[src/rtl/reset_recovery_ctrl_if.sv]
// Signal bundle between the reset-recovery controller and its surroundings:
// the edge detector, the downstream reset domain and status observers.
interface reset_recovery_ctrl_if #(
    parameter int CNT_WIDTH = 8,
    parameter int RETRY_W   = 2
);
    logic                 detected;
    logic                 ready;
    logic                 enable;
    logic                 sys_reset;
    logic                 busy;
    logic                 fail;
    logic [CNT_WIDTH-1:0] recovery_count;
    logic [RETRY_W-1:0]   retry_count;

    // Controller side
    modport master (
        input  detected,
        input  ready,
        output enable,
        output sys_reset,
        output busy,
        output fail,
        output recovery_count,
        output retry_count
    );

    // Detector / downstream / observer side
    modport slave (
        output detected,
        output ready,
        input  enable,
        input  sys_reset,
        input  busy,
        input  fail,
        input  recovery_count,
        input  retry_count
    );
endinterface

[src/rtl/reset_recovery_ctrl.sv]
// Reset-recovery sequencer: arms the negative-edge detector after reset,
// issues a timed downstream reset per accepted fault edge, waits out a
// hold-off window, then waits for ready with bounded retries before a
// sticky failure. All outputs are registered from the next-state decode.
module reset_recovery_ctrl #(
    parameter int ARM_CYCLES     = 4,
    parameter int RESET_CYCLES   = 8,
    parameter int HOLDOFF_CYCLES = 16,
    parameter int TIMEOUT_CYCLES = 255,
    parameter int MAX_RETRY      = 3,
    parameter int CNT_WIDTH      = 8
) (
    input  logic                  CLK,
    input  logic                  RST,
    reset_recovery_ctrl_if.master bus
);

    // One timer serves every state, so it must hold the largest interval.
    localparam int MAX_AR  = (ARM_CYCLES > RESET_CYCLES) ? ARM_CYCLES : RESET_CYCLES;
    localparam int MAX_HT  = (HOLDOFF_CYCLES > TIMEOUT_CYCLES) ? HOLDOFF_CYCLES : TIMEOUT_CYCLES;
    localparam int MAX_P   = (MAX_AR > MAX_HT) ? MAX_AR : MAX_HT;
    localparam int TW      = $clog2(MAX_P + 1);
    localparam int RW      = (MAX_RETRY > 0) ? $clog2(MAX_RETRY + 1) : 1;

    localparam logic [TW-1:0]        ARM_LAST  = TW'(ARM_CYCLES - 1);
    localparam logic [TW-1:0]        RESET_LD  = TW'(RESET_CYCLES - 1);
    localparam logic [TW-1:0]        HOLD_LD   = TW'(HOLDOFF_CYCLES - 1);
    localparam logic [TW-1:0]        TOUT_LD   = TW'(TIMEOUT_CYCLES - 1);
    localparam logic [TW-1:0]        T_ONE     = TW'(1);
    localparam logic [RW-1:0]        RETRY_MAX = RW'(MAX_RETRY);
    localparam logic [RW-1:0]        R_ONE     = RW'(1);
    localparam logic [CNT_WIDTH-1:0] C_ONE     = CNT_WIDTH'(1);

    typedef enum logic [2:0] {
        ST_IDLE,
        ST_ARMED,
        ST_ASSERT,
        ST_HOLDOFF,
        ST_WAIT_READY,
        ST_FAIL
    } state_t;

    state_t                state, state_nx;
    logic [TW-1:0]         timer, timer_nx;
    logic [CNT_WIDTH-1:0]  rec_cnt, rec_cnt_nx;
    logic [RW-1:0]         retry_cnt, retry_cnt_nx;
    logic                  enable_q, sys_reset_q, busy_q, fail_q;
    logic                  enable_nx, sys_reset_nx, busy_nx, fail_nx;

    // Next-state, timer, counter and output decode for the recovery sequence
    always_comb begin
        state_nx     = state;
        timer_nx     = timer;
        rec_cnt_nx   = rec_cnt;
        retry_cnt_nx = retry_cnt;

        case (state)
            ST_IDLE: begin
                // Counts up from the reset value of zero until arming.
                if (timer == ARM_LAST) begin
                    state_nx = ST_ARMED;
                    timer_nx = '0;
                end else begin
                    timer_nx = timer + T_ONE;
                end
            end
            ST_ARMED: begin
                if (bus.detected) begin
                    state_nx     = ST_ASSERT;
                    timer_nx     = RESET_LD;
                    retry_cnt_nx = '0;
                    if (rec_cnt != '1) begin
                        rec_cnt_nx = rec_cnt + C_ONE;
                    end
                end
            end
            ST_ASSERT: begin
                if (timer == '0) begin
                    state_nx = ST_HOLDOFF;
                    timer_nx = HOLD_LD;
                end else begin
                    timer_nx = timer - T_ONE;
                end
            end
            ST_HOLDOFF: begin
                if (timer == '0) begin
                    state_nx = ST_WAIT_READY;
                    timer_nx = TOUT_LD;
                end else begin
                    timer_nx = timer - T_ONE;
                end
            end
            ST_WAIT_READY: begin
                // Ready takes priority over a coincident timeout.
                if (bus.ready) begin
                    state_nx = ST_ARMED;
                    timer_nx = '0;
                end else if (timer == '0) begin
                    if (retry_cnt < RETRY_MAX) begin
                        state_nx     = ST_ASSERT;
                        timer_nx     = RESET_LD;
                        retry_cnt_nx = retry_cnt + R_ONE;
                    end else begin
                        state_nx = ST_FAIL;
                        timer_nx = '0;
                    end
                end else begin
                    timer_nx = timer - T_ONE;
                end
            end
            ST_FAIL: begin
                state_nx = ST_FAIL;
            end
            default: begin
                state_nx = ST_IDLE;
                timer_nx = '0;
            end
        endcase

        enable_nx    = (state_nx == ST_ARMED);
        sys_reset_nx = (state_nx == ST_ASSERT) || (state_nx == ST_FAIL);
        fail_nx      = (state_nx == ST_FAIL);
        busy_nx      = (state_nx == ST_ASSERT) || (state_nx == ST_HOLDOFF) ||
                       (state_nx == ST_WAIT_READY) || (state_nx == ST_FAIL);
    end

    // State, timer, counters and registered outputs
    always_ff @(posedge CLK) begin
        if (RST) begin
            state       <= ST_IDLE;
            timer       <= '0;
            rec_cnt     <= '0;
            retry_cnt   <= '0;
            enable_q    <= 1'b0;
            sys_reset_q <= 1'b0;
            busy_q      <= 1'b0;
            fail_q      <= 1'b0;
        end else begin
            state       <= state_nx;
            timer       <= timer_nx;
            rec_cnt     <= rec_cnt_nx;
            retry_cnt   <= retry_cnt_nx;
            enable_q    <= enable_nx;
            sys_reset_q <= sys_reset_nx;
            busy_q      <= busy_nx;
            fail_q      <= fail_nx;
        end
    end

    assign bus.enable         = enable_q;
    assign bus.sys_reset      = sys_reset_q;
    assign bus.busy           = busy_q;
    assign bus.fail           = fail_q;
    assign bus.recovery_count = rec_cnt;
    assign bus.retry_count    = retry_cnt;

endmodule

[src/flat_wrapper.sv]
// flat-port wrapper written by rule: the top's interface ports become plain ports
module reset_recovery_ctrl_flat 
#(
    parameter int ARM_CYCLES     = 4,
    parameter int RESET_CYCLES   = 8,
    parameter int HOLDOFF_CYCLES = 16,
    parameter int TIMEOUT_CYCLES = 255,
    parameter int MAX_RETRY      = 3,
    parameter int CNT_WIDTH      = 8
)
  (CLK, RST, bus_detected, bus_ready, bus_enable, bus_sys_reset, bus_busy, bus_fail, bus_recovery_count, bus_retry_count);
  reset_recovery_ctrl_if #(.CNT_WIDTH(CNT_WIDTH), .RETRY_W(2)) bus_i ();
  input  logic CLK;
  input  logic RST;
  input wire logic [$bits(bus_i.detected)-1:0] bus_detected;
  input wire logic [$bits(bus_i.ready)-1:0] bus_ready;
  output wire logic [$bits(bus_i.enable)-1:0] bus_enable;
  output wire logic [$bits(bus_i.sys_reset)-1:0] bus_sys_reset;
  output wire logic [$bits(bus_i.busy)-1:0] bus_busy;
  output wire logic [$bits(bus_i.fail)-1:0] bus_fail;
  output wire logic [$bits(bus_i.recovery_count)-1:0] bus_recovery_count;
  output wire logic [$bits(bus_i.retry_count)-1:0] bus_retry_count;
  assign bus_i.detected = bus_detected;
  assign bus_i.ready = bus_ready;
  assign bus_enable = bus_i.enable;
  assign bus_sys_reset = bus_i.sys_reset;
  assign bus_busy = bus_i.busy;
  assign bus_fail = bus_i.fail;
  assign bus_recovery_count = bus_i.recovery_count;
  assign bus_retry_count = bus_i.retry_count;
  reset_recovery_ctrl #(.ARM_CYCLES(ARM_CYCLES), .RESET_CYCLES(RESET_CYCLES), .HOLDOFF_CYCLES(HOLDOFF_CYCLES), .TIMEOUT_CYCLES(TIMEOUT_CYCLES), .MAX_RETRY(MAX_RETRY), .CNT_WIDTH(CNT_WIDTH)) u_core (.CLK(CLK), .RST(RST), .bus(bus_i));
endmodule
[config.mk]
export PLATFORM = sky130hd
export DESIGN_NAME = reset_recovery_ctrl_flat
export DESIGN_NICKNAME = d
export VERILOG_FILES = /design/src/rtl/reset_recovery_ctrl_if.sv /design/src/rtl/reset_recovery_ctrl.sv /design/src/flat_wrapper.sv
export SDC_FILE = /design/constraint.sdc
export NUM_CORES = 1
export LEC_CHECK = 0
export BUFFER_PORTS_ARGS = -buffer_cell sky130_fd_sc_hd__buf_4
export CORE_MARGIN = 2
export CORE_UTILIZATION = 29
export CTS_CLUSTER_DIAMETER = 100
export DETAILED_ROUTE_END_ITERATION = 16
export SLEW_MARGIN = 20
export SYNTH_ARGS = -nofsm -noshare
export SYNTH_HDL_FRONTEND = slang
export SYNTH_SLANG_ARGS = --single-unit
[constraint.sdc]
create_clock -name CLK -period 5 [get_ports CLK]
set_input_delay 0.25 -clock CLK [delete_from_list [all_inputs] [get_ports CLK]]
set_output_delay 0.25 -clock CLK [all_outputs]
set_load 0.02 [all_outputs]
# == Word level (Yosys, flattened, before mapping) ==
# Cells that the tools add are included.
# op_classes
add_sub_neg,4
mul,0
div_mod_pow,0
n_lt_le_gt_ge,1
eq_ne,16
shifts,0
muxes,21
bitwise,1
reduce_logical,10
# op_table
operator,count
$mux W8,6
$pmux W8 S6,1
$mux W3,8
$pmux W3 S6,1
$add A8 B1 Y8 const B,2
$eq A3 B2 Y1 const B,4
$eq A3 B3 Y1 const B,4
$eq A8 B2 Y1 const B,1
$logic_not A8 Y1,1
$mux W2,4
$ne A8 B8 Y1 const B,1
$sub A8 B1 Y8 const B,1
$eq A3 B1 Y1 const B,2
$reduce_and A5 Y1,1
$logic_or A1 B1 Y1,4
$ne A2 B1 Y1 const B,2
$ne A2 B2 Y1 const B,2
$pmux W2 S2,1
$logic_not A3 Y1,1
$reduce_and A3 Y1,1
$add A2 B1 Y2 const B,1
$lt A2 B2 Y1 const B,1
$reduce_and A2 Y1,1
$reduce_bool A2 Y1,1
$not A1 Y1,1
# totals
ff_bits,25
latch_bits,0
ram_bits,0
rom_bits,0
in_bits,4
out_inout_bits,14
wordCells,61
memories,0

# == Depth between registers and ports, before layout ==
# Gate-level depths: netlist of run 1.
# logic_depth
ltp_word,9
depth_mapped,9

# == Worst setup path after synthesis of run 1 ==
# No wires, ideal clock.
# synth_path
path_type,register to register
from,register u_core.timer[0]
to,register u_core.sys_reset_q (netlist: u_core.bus.sys_reset)
setup_ns,0.121
arrival_time_ns,2.218
setup_slack_ns,2.661
path_stages_with_launch,9
period_less_slack_ns,2.339
cell_sequence,dfxtp_1 inv_1 ha_1 or4b_4 buf_6 nor2_8 xor2_1 a221oi_1 mux2_4
# synth_between
elab_chain_cells,6
elab_cells_between_ends,11
# synth_rtl
item,line_no,text
from (decl),reset_recovery_ctrl.sv:44,"logic [TW-1:0] timer, timer_nx;"
from (signal assigned),reset_recovery_ctrl.sv:140,timer <= timer_nx;
$logic_not A8 Y1,"reset_recovery_ctrl.sv:78, reset_recovery_ctrl.sv:86, reset_recovery_ctrl.sv:98",
$mux W3,reset_recovery_ctrl.sv:98,end else if (timer == '0) begin
$mux W3,reset_recovery_ctrl.sv:95,if (bus.ready) begin
$pmux W3 S6 *,reset_recovery_ctrl.sv:57,case (state)
$eq A3 B2 Y1 / $eq A3 B3 Y1 (equally long branches),reset_recovery_ctrl.sv:121,sys_reset_nx = (state_nx == ST_ASSERT) || (state_nx == ST_FAIL);
$logic_or A1 B1 Y1 *,reset_recovery_ctrl.sv:121,
to (signal assigned),reset_recovery_ctrl.sv:144,sys_reset_q <= sys_reset_nx;
to (decl),reset_recovery_ctrl.sv:47,"logic enable_q, sys_reset_q, busy_q, fail_q;"
# Every way passes the cells marked *; elsewhere a longest branch is shown, timed or not.
# A chain may end at the register's enable or synchronous reset.

# == Worst setup path after layout of run 1 ==
# Ends and elaborated chain as after synthesis.

==> results of run 1 <==
stage by stage:
step | hold WS [ns] | cell area [um^2]
4_1_cts | 0.330 | 1810
6_report | 0.339 | 1810
3_5_place_dp | 0.487 | 1770
2_1_floorplan | 0.319 | 1630
5_1_grt | 0.340 | 1810
3_3_place_gp | 0.478 | 1770
cell families after synthesis:
family                     share of synthesized area [%]
AOI/OAI and AO/OA                                   23.8
xor gates and xnor gates                            5.37
adders and majority gates                           3.07
buffers and inverters                               6.22
DFF                                                 30.7
muxes                                               2.46
and+or+nand+nor                                     28.4
synth_stat cells (2+ instances only):
cell type,count,share of area (%)
sky130_fd_sc_hd__buf_6,3,2.1
sky130_fd_sc_hd__a21oi_1,20,6.1
sky130_fd_sc_hd__xor2_1,5,2.7
sky130_fd_sc_hd__xnor2_1,5,2.7
sky130_fd_sc_hd__inv_1,5,1.2
sky130_fd_sc_hd__nand2_1,16,3.7
sky130_fd_sc_hd__o31ai_2,2,1.5
sky130_fd_sc_hd__mux2_4,2,1.8
sky130_fd_sc_hd__a31o_2,2,1.1
sky130_fd_sc_hd__o22ai_1,3,1.2
sky130_fd_sc_hd__a21o_1,2,0.92
sky130_fd_sc_hd__ha_1,4,3.1
sky130_fd_sc_hd__buf_2,5,1.5
sky130_fd_sc_hd__or3_1,2,0.77
sky130_fd_sc_hd__o21ai_0,11,3.4
sky130_fd_sc_hd__nor2_1,27,6.2
sky130_fd_sc_hd__clkbuf_1,5,1.2
sky130_fd_sc_hd__dfxtp_1,25,31
sky130_fd_sc_hd__nand3_1,9,2.8
sky130_fd_sc_hd__nor3_1,10,3.1
sky130_fd_sc_hd__nor2b_1,5,1.9
sky130_fd_sc_hd__o21ai_1,2,0.61
sky130_fd_sc_hd__nor4b_1,3,1.6
sky130_fd_sc_hd__nand2b_1,2,0.77
sky130_fd_sc_hd__a32oi_1,2,1.1
sky130_fd_sc_hd__o31ai_1,2,0.92
sky130_fd_sc_hd__a221oi_1,2,1.1
per-layer routing:
| layer | vias up | share of wire [%] |
|---|---|---|
| li1 | 746 | - |
| met1 | 642 | 50 |
| met2 | 28 | 45 |
| met3 | 4 | 5.2 |
| met4 | 0 | 0.60 |
| met5 | - | 0 |
flip-flops by register name (all words and copies together) (netlist names):
| register | count |
|---|---|
| u_core.bus.busy | 1 |
| u_core.bus.recovery_count | 8 |
| u_core.bus.retry_count | 2 |
| u_core.bus.sys_reset | 1 |
| u_core.state | 3 |
| u_core.timer | 8 |
| u_core.bus.enable | 1 |
| u_core.bus.fail | 1 |
placed cells by master (no fill, tap or decap), types with 3 or more instances in the layout:
cell,instances
sky130_fd_sc_hd__nor2_1,27
sky130_fd_sc_hd__dfxtp_1,25
sky130_fd_sc_hd__a21oi_1,20
sky130_fd_sc_hd__buf_4,17
sky130_fd_sc_hd__nand2_1,16
sky130_fd_sc_hd__o21ai_0,11
sky130_fd_sc_hd__nor3_1,10
sky130_fd_sc_hd__nand3_1,9
sky130_fd_sc_hd__inv_1,5
sky130_fd_sc_hd__nor2b_1,5
sky130_fd_sc_hd__xnor2_1,5
sky130_fd_sc_hd__xor2_1,5
sky130_fd_sc_hd__ha_1,4
sky130_fd_sc_hd__nor4b_1,3
sky130_fd_sc_hd__o22ai_1,3
sky130_fd_sc_hd__clkbuf_8,3
power by group through the flow:
stage / Combinational, uW / Clock (uW) / Sequential (uW)
finish: 321 / 120 / 260
global route: 358 / 138 / 264
CTS: 320 / 130 / 259
detailed placement: 320 / 0 / 263
global placement: 319 / 0 / 261
floorplan: 310 / 0 / 243
worst max path at each step:
stage	to	slack, ns	start	depth (start not counted)
floorplan	u_core.bus.sys_reset	2.66	u_core.timer[0]	8
global placement	u_core.bus.sys_reset	2.45	u_core.timer[0]	7
detailed placement	u_core.bus.sys_reset	2.28	u_core.timer[0]	7
CTS	u_core.bus.sys_reset	2.26	u_core.timer[0]	7
global route	u_core.bus.sys_reset	2.10	u_core.timer[0]	7
finish	u_core.bus.sys_reset	2.27	u_core.timer[0]	7
area by class of cell:
type | instances | area share (%)
timing repair buffer | 17 | 7.05
sequential | 25 | 27.6
multi-input combinational | 160 | 56.8
inverter | 5 | 1.04
clock buffer | 4 | 2.49
tap | 72 | 4.98
==> report_table.html, run 1 <==
<table>
<tr><th>Metric</th><th>Value</th></tr>
<tr><th colspan="2">Outcome</th></tr>
<tr><td>Status</td><td>completed</td></tr>
<tr><th colspan="2">Synthesis</th></tr>
<tr><td>Syn avg cell area</td><td>7.99 um^2</td></tr>
<tr><td>Most used DFF post-synth</td><td>sky130_fd_sc_hd__dfxtp_1</td></tr>
<tr><td>Sequential cell area fraction in the yosys report</td><td>~31%</td></tr>
<tr><td>Async S/R FF share, synth</td><td>0%</td></tr>
<tr><td>Yosys warnings</td><td>0</td></tr>
<tr><td>Synth cell types</td><td>50</td></tr>
<tr><td>Total standard cell area after synthesis</td><td>1630 um^2</td></tr>
<tr><td>Total of flip-flops plus latches after synthesis</td><td>25</td></tr>
<tr><td>Number of standard cells after synthesis</td><td>~200</td></tr>
<tr><td>Post-synth EDFFs</td><td>0</td></tr>
<tr><td>Mapped Nets</td><td>around 210</td></tr>
<tr><th colspan="2">Global route</th></tr>
<tr><td>Number of antenna violations at the first check in global routing</td><td>0</td></tr>
<tr><td>Global routing's busiest layer</td><td>met2</td></tr>
<tr><td>Via count of the first global-routing pass</td><td>1348</td></tr>
<tr><td>Wire length of the first global-routing pass</td><td>6190 um</td></tr>
<tr><td>Met3 demand-to-capacity share in global routing</td><td>approximately 3.3%</td></tr>
<tr><td>Total grt overflow</td><td>0</td></tr>
<tr><td>Tot GR Track Use</td><td>12.2%</td></tr>
<tr><td>Global-route met1 utilization</td><td>15.8%</td></tr>
<tr><td>Pin count of the biggest net entering global routing</td><td>25</td></tr>
<tr><td>GRT met2 Usage</td><td>20.4%</td></tr>
<tr><th colspan="2">Routing</th></tr>
<tr><td>Post-DRT Antenna Nets</td><td>0</td></tr>
<tr><td>First-pass detailed-route iteration total</td><td>4</td></tr>
<tr><td>Vias per inst</td><td>~5</td></tr>
<tr><td>Wire length per cell after detailed routing</td><td>between 10 and 15 um</td></tr>
<tr><td>Count of unresolved DRC violations after routing</td><td>0</td></tr>
<tr><td>Iter 0 DRT Violations</td><td>between 100 and 150</td></tr>
<tr><td>Overall via count from detail_route</td><td>between 1k and 1.5k</td></tr>
<tr><td>Total routed wirelength</td><td>3500 um</td></tr>
<tr><th colspan="2">Worst setup path</th></tr>
<tr><td>Critical path peak fanout</td><td>11</td></tr>
<tr><td>Kind of start point of the critical path</td><td>flip-flop</td></tr>
<tr><td>Worst path top cell family by delay</td><td>simple AND/OR/NAND/NOR gates</td></tr>
<tr><td>Capture point of the worst reg-to-reg path</td><td>u_core.bus.sys_reset</td></tr>
<tr><td>Cell at the slowest stage of the critical path</td><td>sky130_fd_sc_hd__a221oi_1</td></tr>
<tr><td>Max stage delay on crit path</td><td>0.61 ns</td></tr>
<tr><td>Data arrival time at the worst-slack endpoint</td><td>2.90 ns</td></tr>
<tr><td>Worst setup path category</td><td>flip-flop to flip-flop</td></tr>
<tr><td>Launch point of the worst reg-to-reg path</td><td>u_core.timer[0]</td></tr>
<tr><td>Number of buffer and inverter instances along the worst setup path</td><td>1</td></tr>
<tr><td>Critical Path, Cell by Cell</td><td>inv_1 &gt; ha_1 &gt; or4b_4 &gt; nor2_8 &gt; xor2_1 &gt; a221oi_1 &gt; mux2_4</td></tr>
<tr><td>Slack of the worst reg-to-reg path</td><td>2.27 ns</td></tr>
<tr><td>Worst r2r path cells</td><td>7</td></tr>
<tr><td>Required time of the critical path</td><td>5.16 ns</td></tr>
<tr><td>Crit. End Element</td><td>flip-flop</td></tr>
<tr><th colspan="2">Clock network</th></tr>
<tr><td>Total clock buffers created by CTS</td><td>3</td></tr>
<tr><td>CTS Hold Buffers Added</td><td>0</td></tr>
<tr><td>Post-CTS setup-driven buffer insertion count</td><td>0</td></tr>
<tr><td>Clk root buf</td><td>sky130_fd_sc_hd__clkbuf_8</td></tr>
<tr><td>Maximum root-to-sink buffer count</td><td>2</td></tr>
<tr><td>Maximum level of the CTS H-tree</td><td>1</td></tr>
<tr><td>CTS Sinks</td><td>25</td></tr>
<tr><td>TritonCTS clock tree</td><td>built</td></tr>
<tr><td>Clock-pin slew on the worst setup and hold paths</td><td>0.08 ns</td></tr>
<tr><td>Skew-Pair Late Insertion Delay</td><td>approximately 0.27 ns</td></tr>
<tr><td>CTS resizes</td><td>0</td></tr>
<tr><th colspan="2">Die</th></tr>
<tr><td>Die span in x</td><td>79.0 um</td></tr>
<tr><td>Vert. Die Dim</td><td>79.0 um</td></tr>
<tr><td>Placeable core region</td><td>between 5000 and 6000 um^2</td></tr>
<tr><td>IO Count</td><td>18</td></tr>
<tr><td>Effective utilization at floorplan</td><td>~30%</td></tr>
<tr><td>Total die area</td><td>just over 6000 um^2</td></tr>
<tr><td>Row count</td><td>27</td></tr>
<tr><th colspan="2">Timing</th></tr>
<tr><td>Worst relative slew slack</td><td>a little over half</td></tr>
<tr><td>Period minus WS final</td><td>between 2 and 3 ns</td></tr>
<tr><td>F_max</td><td>around 370 MHz</td></tr>
<tr><td>Clock tree skew after final layout</td><td>between 0.003 and 0.004 ns</td></tr>
<tr><td>Setup TNS after final layout</td><td>0 ns</td></tr>
<tr><td>Fraction of the cycle the final worst path needs</td><td>54.6%</td></tr>
<tr><td>Final worst-path setup slack</td><td>2.27 ns</td></tr>
<tr><td>Slew of the pin with the lowest slew margin</td><td>0.706 ns</td></tr>
<tr><td>Hold violation total from the final report</td><td>0</td></tr>
<tr><td>Final setup violation count</td><td>0</td></tr>
<tr><td>Number of slew-limit violations in the final report</td><td>0</td></tr>
<tr><td>Unrepaired setup endpoints after global routing</td><td>no</td></tr>
<tr><th colspan="2">Power</th></tr>
<tr><td>Power density relative to cell area</td><td>387 nW/um^2</td></tr>
<tr><td>Maximum vdd drop</td><td>0.152 mV</td></tr>
<tr><td>Sw frac</td><td>41.1%</td></tr>
<tr><td>Portion of total power attributed to the clock network</td><td>17.1%</td></tr>
<tr><td>Total internal power</td><td>412 uW</td></tr>
<tr><td>Share of power burned in combinational logic</td><td>45.8%</td></tr>
<tr><td>Power dissipated by switching net loads</td><td>between 200 and 300 uW</td></tr>
<tr><td>Overall power consumption</td><td>700 uW</td></tr>
<tr><td>Sequential share of power</td><td>between 30% and 40%</td></tr>
<tr><td>Static Leakage</td><td>0.000660 uW</td></tr>
<tr><th colspan="2">Cells and area</th></tr>
<tr><td>Multi-input logic area</td><td>1030 um^2</td></tr>
<tr><td>Final core utilization</td><td>33.1%</td></tr>
<tr><td>Layout Area Growth over Synthesis</td><td>11.1%</td></tr>
<tr><td>Register area</td><td>500 um^2</td></tr>
<tr><td>Diode insertion count for antenna repair</td><td>0</td></tr>
<tr><td>Share of layout cells above drive strength 1</td><td>between 10% and 20%</td></tr>
<tr><td>Number of fill cells</td><td>around 600</td></tr>
<tr><td>Final net count</td><td>220</td></tr>
<tr><td>Fin cells</td><td>283</td></tr>
<tr><th colspan="2">Job</th></tr>
<tr><td>Max capacitance violation total</td><td>0</td></tr>
<tr><th colspan="2">Hold path</th></tr>
<tr><td>Hold WC Path Type</td><td>input port to flip-flop</td></tr>
<tr><td>Sink of the worst hold path</td><td>u_core.bus.recovery_count[7]</td></tr>
<tr><td>Start point of the worst hold path</td><td>RST</td></tr>
<tr><td>Hold Path Depth</td><td>2</td></tr>
<tr><th colspan="2">Place</th></tr>
<tr><td>Count of input and output buffers</td><td>17</td></tr>
<tr><td>Gpl congestion</td><td>0.828</td></tr>
<tr><td>Post-placement worst setup slack</td><td>2.28 ns</td></tr>
<tr><td>Count of placed standard cells including taps</td><td>279</td></tr>
<tr><td>Post-detail-place hpwl</td><td>roughly 2500 um</td></tr>
</table>
(Power assumes the default switching activity.)
==> inputs of run 2 (changes only) <==
==> constraint.sdc (replaced) <==
create_clock -name CLK -period 2.4 [get_ports CLK]
set_input_delay 0.12 -clock CLK [delete_from_list [all_inputs] [get_ports CLK]]
set_output_delay 0.12 -clock CLK [all_outputs]
set_load 0.02 [all_outputs]
==> run 2 against run 1 <==
Effect of this change:
- worst setup slack worse by 2.1 ns
- critical path depth rose by 1
- non-clock buffer count grew 12
- power is 130% higher
- first-iteration DRC count increased by 59%
- combinational power grew to 2.6 times the previous value
- utilization increased by 1.6 points
- via count increased by 5.8%
- global-route usage grew 0.55 points
- count of clock-buffer cells in the layout stayed put
- clock skew up 0.0043 ns
- critical endpoint unchanged
- highest routed layer unchanged
==> report_table.html, run 2 (synthesis gave the netlist of run 1 again) <==
<table>
<tr><th>Metric</th><th>Value</th></tr>
<tr><th colspan="2">Routing</th></tr>
<tr><td>Overall via count from detail_route</td><td>1502 (+5.8%)</td></tr>
<tr><td>Total routed wirelength</td><td>3690 um (+5.5%)</td></tr>
<tr><td>Count of unresolved DRC violations after routing</td><td>0 (unchanged)</td></tr>
<tr><td>First-pass detailed-route iteration total</td><td>4 (unchanged)</td></tr>
<tr><td>Wire length per cell after detailed routing</td><td>12.5 um (+1.3%)</td></tr>
<tr><td>Vias per inst</td><td>5.09 (+1.5%)</td></tr>
<tr><td>Post-DRT Antenna Nets</td><td>0 (unchanged)</td></tr>
<tr><td>Iter 0 DRT Violations</td><td>162 (+59%)</td></tr>
<tr><th colspan="2">Cells and area</th></tr>
<tr><td>Share of layout cells above drive strength 1</td><td>20.6% (+4.5 points)</td></tr>
<tr><td>Diode insertion count for antenna repair</td><td>0 (unchanged)</td></tr>
<tr><td>Layout Area Growth over Synthesis</td><td>16.6%</td></tr>
<tr><td>Leading cell type in the layout, fill and taps excluded</td><td>sky130_fd_sc_hd__buf_4</td></tr>
<tr><td>Final net count</td><td>232 (+5.5%)</td></tr>
<tr><td>Fin cells</td><td>295 (+4.2%)</td></tr>
<tr><td>Number of fill cells</td><td>598 (+2.4%)</td></tr>
<tr><td>Top library cells by usage in the layout, fill and taps aside</td><td>29 x sky130_fd_sc_hd__buf_4, 27 x sky130_fd_sc_hd__nor2_1, 25 x sky130_fd_sc_hd__dfxtp_1, 20 x sky130_fd_sc_hd__a21oi_1, 16 x sky130_fd_sc_hd__nand2_1</td></tr>
<tr><th colspan="2">Timing</th></tr>
<tr><td>Fraction of the cycle the final worst path needs</td><td>93.1% (+38 points)</td></tr>
<tr><td>Number of slew-limit violations in the final report</td><td>0 (unchanged)</td></tr>
<tr><td>Clock tree skew after final layout</td><td>0.00743 ns (+0.00431 ns)</td></tr>
<tr><td>Worst hold slack across all endpoints</td><td>0.206 ns (-0.133 ns)</td></tr>
<tr><td>F_max</td><td>447 MHz (+22%)</td></tr>
<tr><td>Period minus WS final</td><td>2.24 ns (-0.497 ns)</td></tr>
<tr><td>Worst relative slew slack</td><td>58.2% (+5.4 points)</td></tr>
<tr><td>Hold violation total from the final report</td><td>0 (unchanged)</td></tr>
<tr><td>Slew of the pin with the lowest slew margin</td><td>0.623 ns (-0.0837 ns)</td></tr>
<tr><td>Final setup violation count</td><td>0 (unchanged)</td></tr>
<tr><th colspan="2">Global route</th></tr>
<tr><td>Tot GR Track Use</td><td>12.8% (+0.55 points)</td></tr>
<tr><td>Pin count of the biggest net entering global routing</td><td>25 (unchanged)</td></tr>
<tr><td>Via count of the first global-routing pass</td><td>1378 (+2.2%)</td></tr>
<tr><td>Number of antenna violations at the first check in global routing</td><td>0 (unchanged)</td></tr>
<tr><td>Total grt overflow</td><td>0 (unchanged)</td></tr>
<tr><td>Wire length of the first global-routing pass</td><td>6490 um (+4.9%)</td></tr>
<tr><th colspan="2">Worst setup path</th></tr>
<tr><td>Slack of the worst reg-to-reg path</td><td>0.16 ns (-2.10 ns)</td></tr>
<tr><td>Required time of the critical path</td><td>2.58 ns (-2.58 ns)</td></tr>
<tr><td>End point of the critical path</td><td>u_core.bus.sys_reset</td></tr>
<tr><td>Capture point of the worst reg-to-reg path</td><td>u_core.bus.sys_reset</td></tr>
<tr><td>Kind of start point of the critical path</td><td>flip-flop</td></tr>
<tr><td>Critical path peak fanout</td><td>5 (-6)</td></tr>
<tr><td>Worst setup path category</td><td>flip-flop to flip-flop</td></tr>
<tr><td>Data arrival time at the worst-slack endpoint</td><td>2.41 ns (-0.49 ns)</td></tr>
<tr><td>Crit. End Element</td><td>flip-flop</td></tr>
<tr><td>Launch point of the worst reg-to-reg path</td><td>u_core.timer[0]</td></tr>
<tr><td>Worst setup startpoint</td><td>u_core.timer[0]</td></tr>
<tr><td>Worst r2r path cells</td><td>8 (+1)</td></tr>
<tr><th colspan="2">Die</th></tr>
<tr><td>Placeable core region</td><td>5470 um^2 (unchanged)</td></tr>
<tr><td>Die span in x</td><td>79.0 um (unchanged)</td></tr>
<tr><td>IO Count</td><td>18 (unchanged)</td></tr>
<tr><td>Vert. Die Dim</td><td>79.0 um (unchanged)</td></tr>
<tr><td>Total die area</td><td>6240 um^2 (unchanged)</td></tr>
<tr><td>Row count</td><td>27 (unchanged)</td></tr>
<tr><td>Effective utilization at floorplan</td><td>29.8% (unchanged)</td></tr>
<tr><th colspan="2">Place</th></tr>
<tr><td>Gpl congestion</td><td>0.808 (-2.4%)</td></tr>
<tr><td>Count of input and output buffers</td><td>17 (unchanged)</td></tr>
<tr><td>Count of placed standard cells including taps</td><td>289 (+3.6%)</td></tr>
<tr><td>Post-detail-place hpwl</td><td>2650 um (+5.1%)</td></tr>
<tr><th colspan="2">Power</th></tr>
<tr><td>Power density relative to cell area</td><td>836 nW/um^2 (+120%)</td></tr>
<tr><td>Static Leakage</td><td>0.000720 uW (+9.1%)</td></tr>
<tr><td>Maximum vdd drop</td><td>0.317 mV (+110%)</td></tr>
<tr><th colspan="2">Clock network</th></tr>
<tr><td>Total clock buffers created by CTS</td><td>3 (unchanged)</td></tr>
<tr><td>CTS Sinks</td><td>25 (unchanged)</td></tr>
<tr><td>Maximum root-to-sink buffer count</td><td>2 (unchanged)</td></tr>
<tr><td>Skew-Pair Late Insertion Delay</td><td>0.28 ns (about the same)</td></tr>
<tr><td>Maximum level of the CTS H-tree</td><td>1 (unchanged)</td></tr>
<tr><td>TritonCTS clock tree</td><td>built</td></tr>
<tr><td>CTS resizes</td><td>0 (unchanged)</td></tr>
<tr><td>Clk root buf</td><td>sky130_fd_sc_hd__clkbuf_8</td></tr>
<tr><td>Clock-pin slew on the worst setup and hold paths</td><td>0.09 ns (about the same)</td></tr>
<tr><th colspan="2">Hold path</th></tr>
<tr><td>Hold WC Path Type</td><td>input port to flip-flop</td></tr>
<tr><th colspan="2">Job</th></tr>
<tr><td>Max capacitance violation total</td><td>0 (unchanged)</td></tr>
<tr><th colspan="2">Outcome</th></tr>
<tr><td>Status</td><td>completed</td></tr>
</table>
run 2: cell types whose count changed in the layout (fill, tap and decap cells not counted), sizes merged:
cell / delta
buf: +12
run 2: worst min path at each step:
stage	endpoint	startpoint	cells past startpoint	slack, ns
CTS	u_core.bus.retry_count[0]	RST	2	0.20
global route	u_core.bus.retry_count[0]	RST	2	0.22
global placement	u_core.bus.retry_count[1]	u_core.bus.retry_count[1]	2	0.48
finish	u_core.bus.retry_count[0]	RST	2	0.21
detailed placement	u_core.bus.retry_count[1]	u_core.bus.retry_count[1]	2	0.48
floorplan	u_core.state[2]	RST	1	0.19
run 2: power breakdown:
part / switching [uW] / internal (uW)
combinational: 457 / 385
sequential: 33.2 / 455
clock: 141 / 119
run 2: layout make-up:
cell class                 instances  area, um^2  share of cell area (%)
clock buffer                       4        45.0                    2.37
inverter                           5        18.8                   0.987
multi-input combinational        160        1030                    54.1
sequential                        25         500                    26.3
tap                               72        90.1                    4.74
timing repair buffer              29         218                    11.5
run 2: what timing repair did:
item	in CTS	in global routing
hold buffers	0	0
setup buffers	0	2
setup endpoints to repair	0	1
run 2: critical path, stage by stage (launching register included):
cell	delay [ns]
sky130_fd_sc_hd__dfxtp_1	0.32
sky130_fd_sc_hd__inv_1	0.12
sky130_fd_sc_hd__ha_1	0.23
sky130_fd_sc_hd__or4b_4	0.56
sky130_fd_sc_hd__nor2_8	0.14
sky130_fd_sc_hd__xor2_1	0.07
sky130_fd_sc_hd__a221oi_1	0.24
sky130_fd_sc_hd__buf_4	0.18
sky130_fd_sc_hd__mux2_4	0.29
run 2: layer usage:
| layer | GRT usage [%] | wire (um) | up-vias |
|---|---|---|---|
| li1 | - | - | 769 |
| met1 | 17.6 | 1790 | 702 |
| met2 | 20.6 | 1730 | 27 |
| met3 | 2.73 | 156 | 4 |
| met4 | 2.59 | 24 | 0 |
| met5 | 0 | 0 | - |
run 2: stage by stage:
| stage | setup WS (ns) | utilization (%) | total power (uW) | setup TNS [ns] | area [um^2] |
|---|---|---|---|---|---|
| floorplan | 0.0613 | - | 1150 | 0 | 1630 |
| global placement | 0.204 | 33.6 | 1290 | 0 | 1840 |
| detailed placement | 0.140 | 33.6 | 1290 | 0 | 1840 |
| CTS | 0.132 | 34.5 | 1560 | 0 | 1890 |
| global route | -0.00124 | 34.7 | 1730 | -0.00124 | 1900 |
| finish | 0.165 | 34.7 | 1590 | 0 | 1900 |
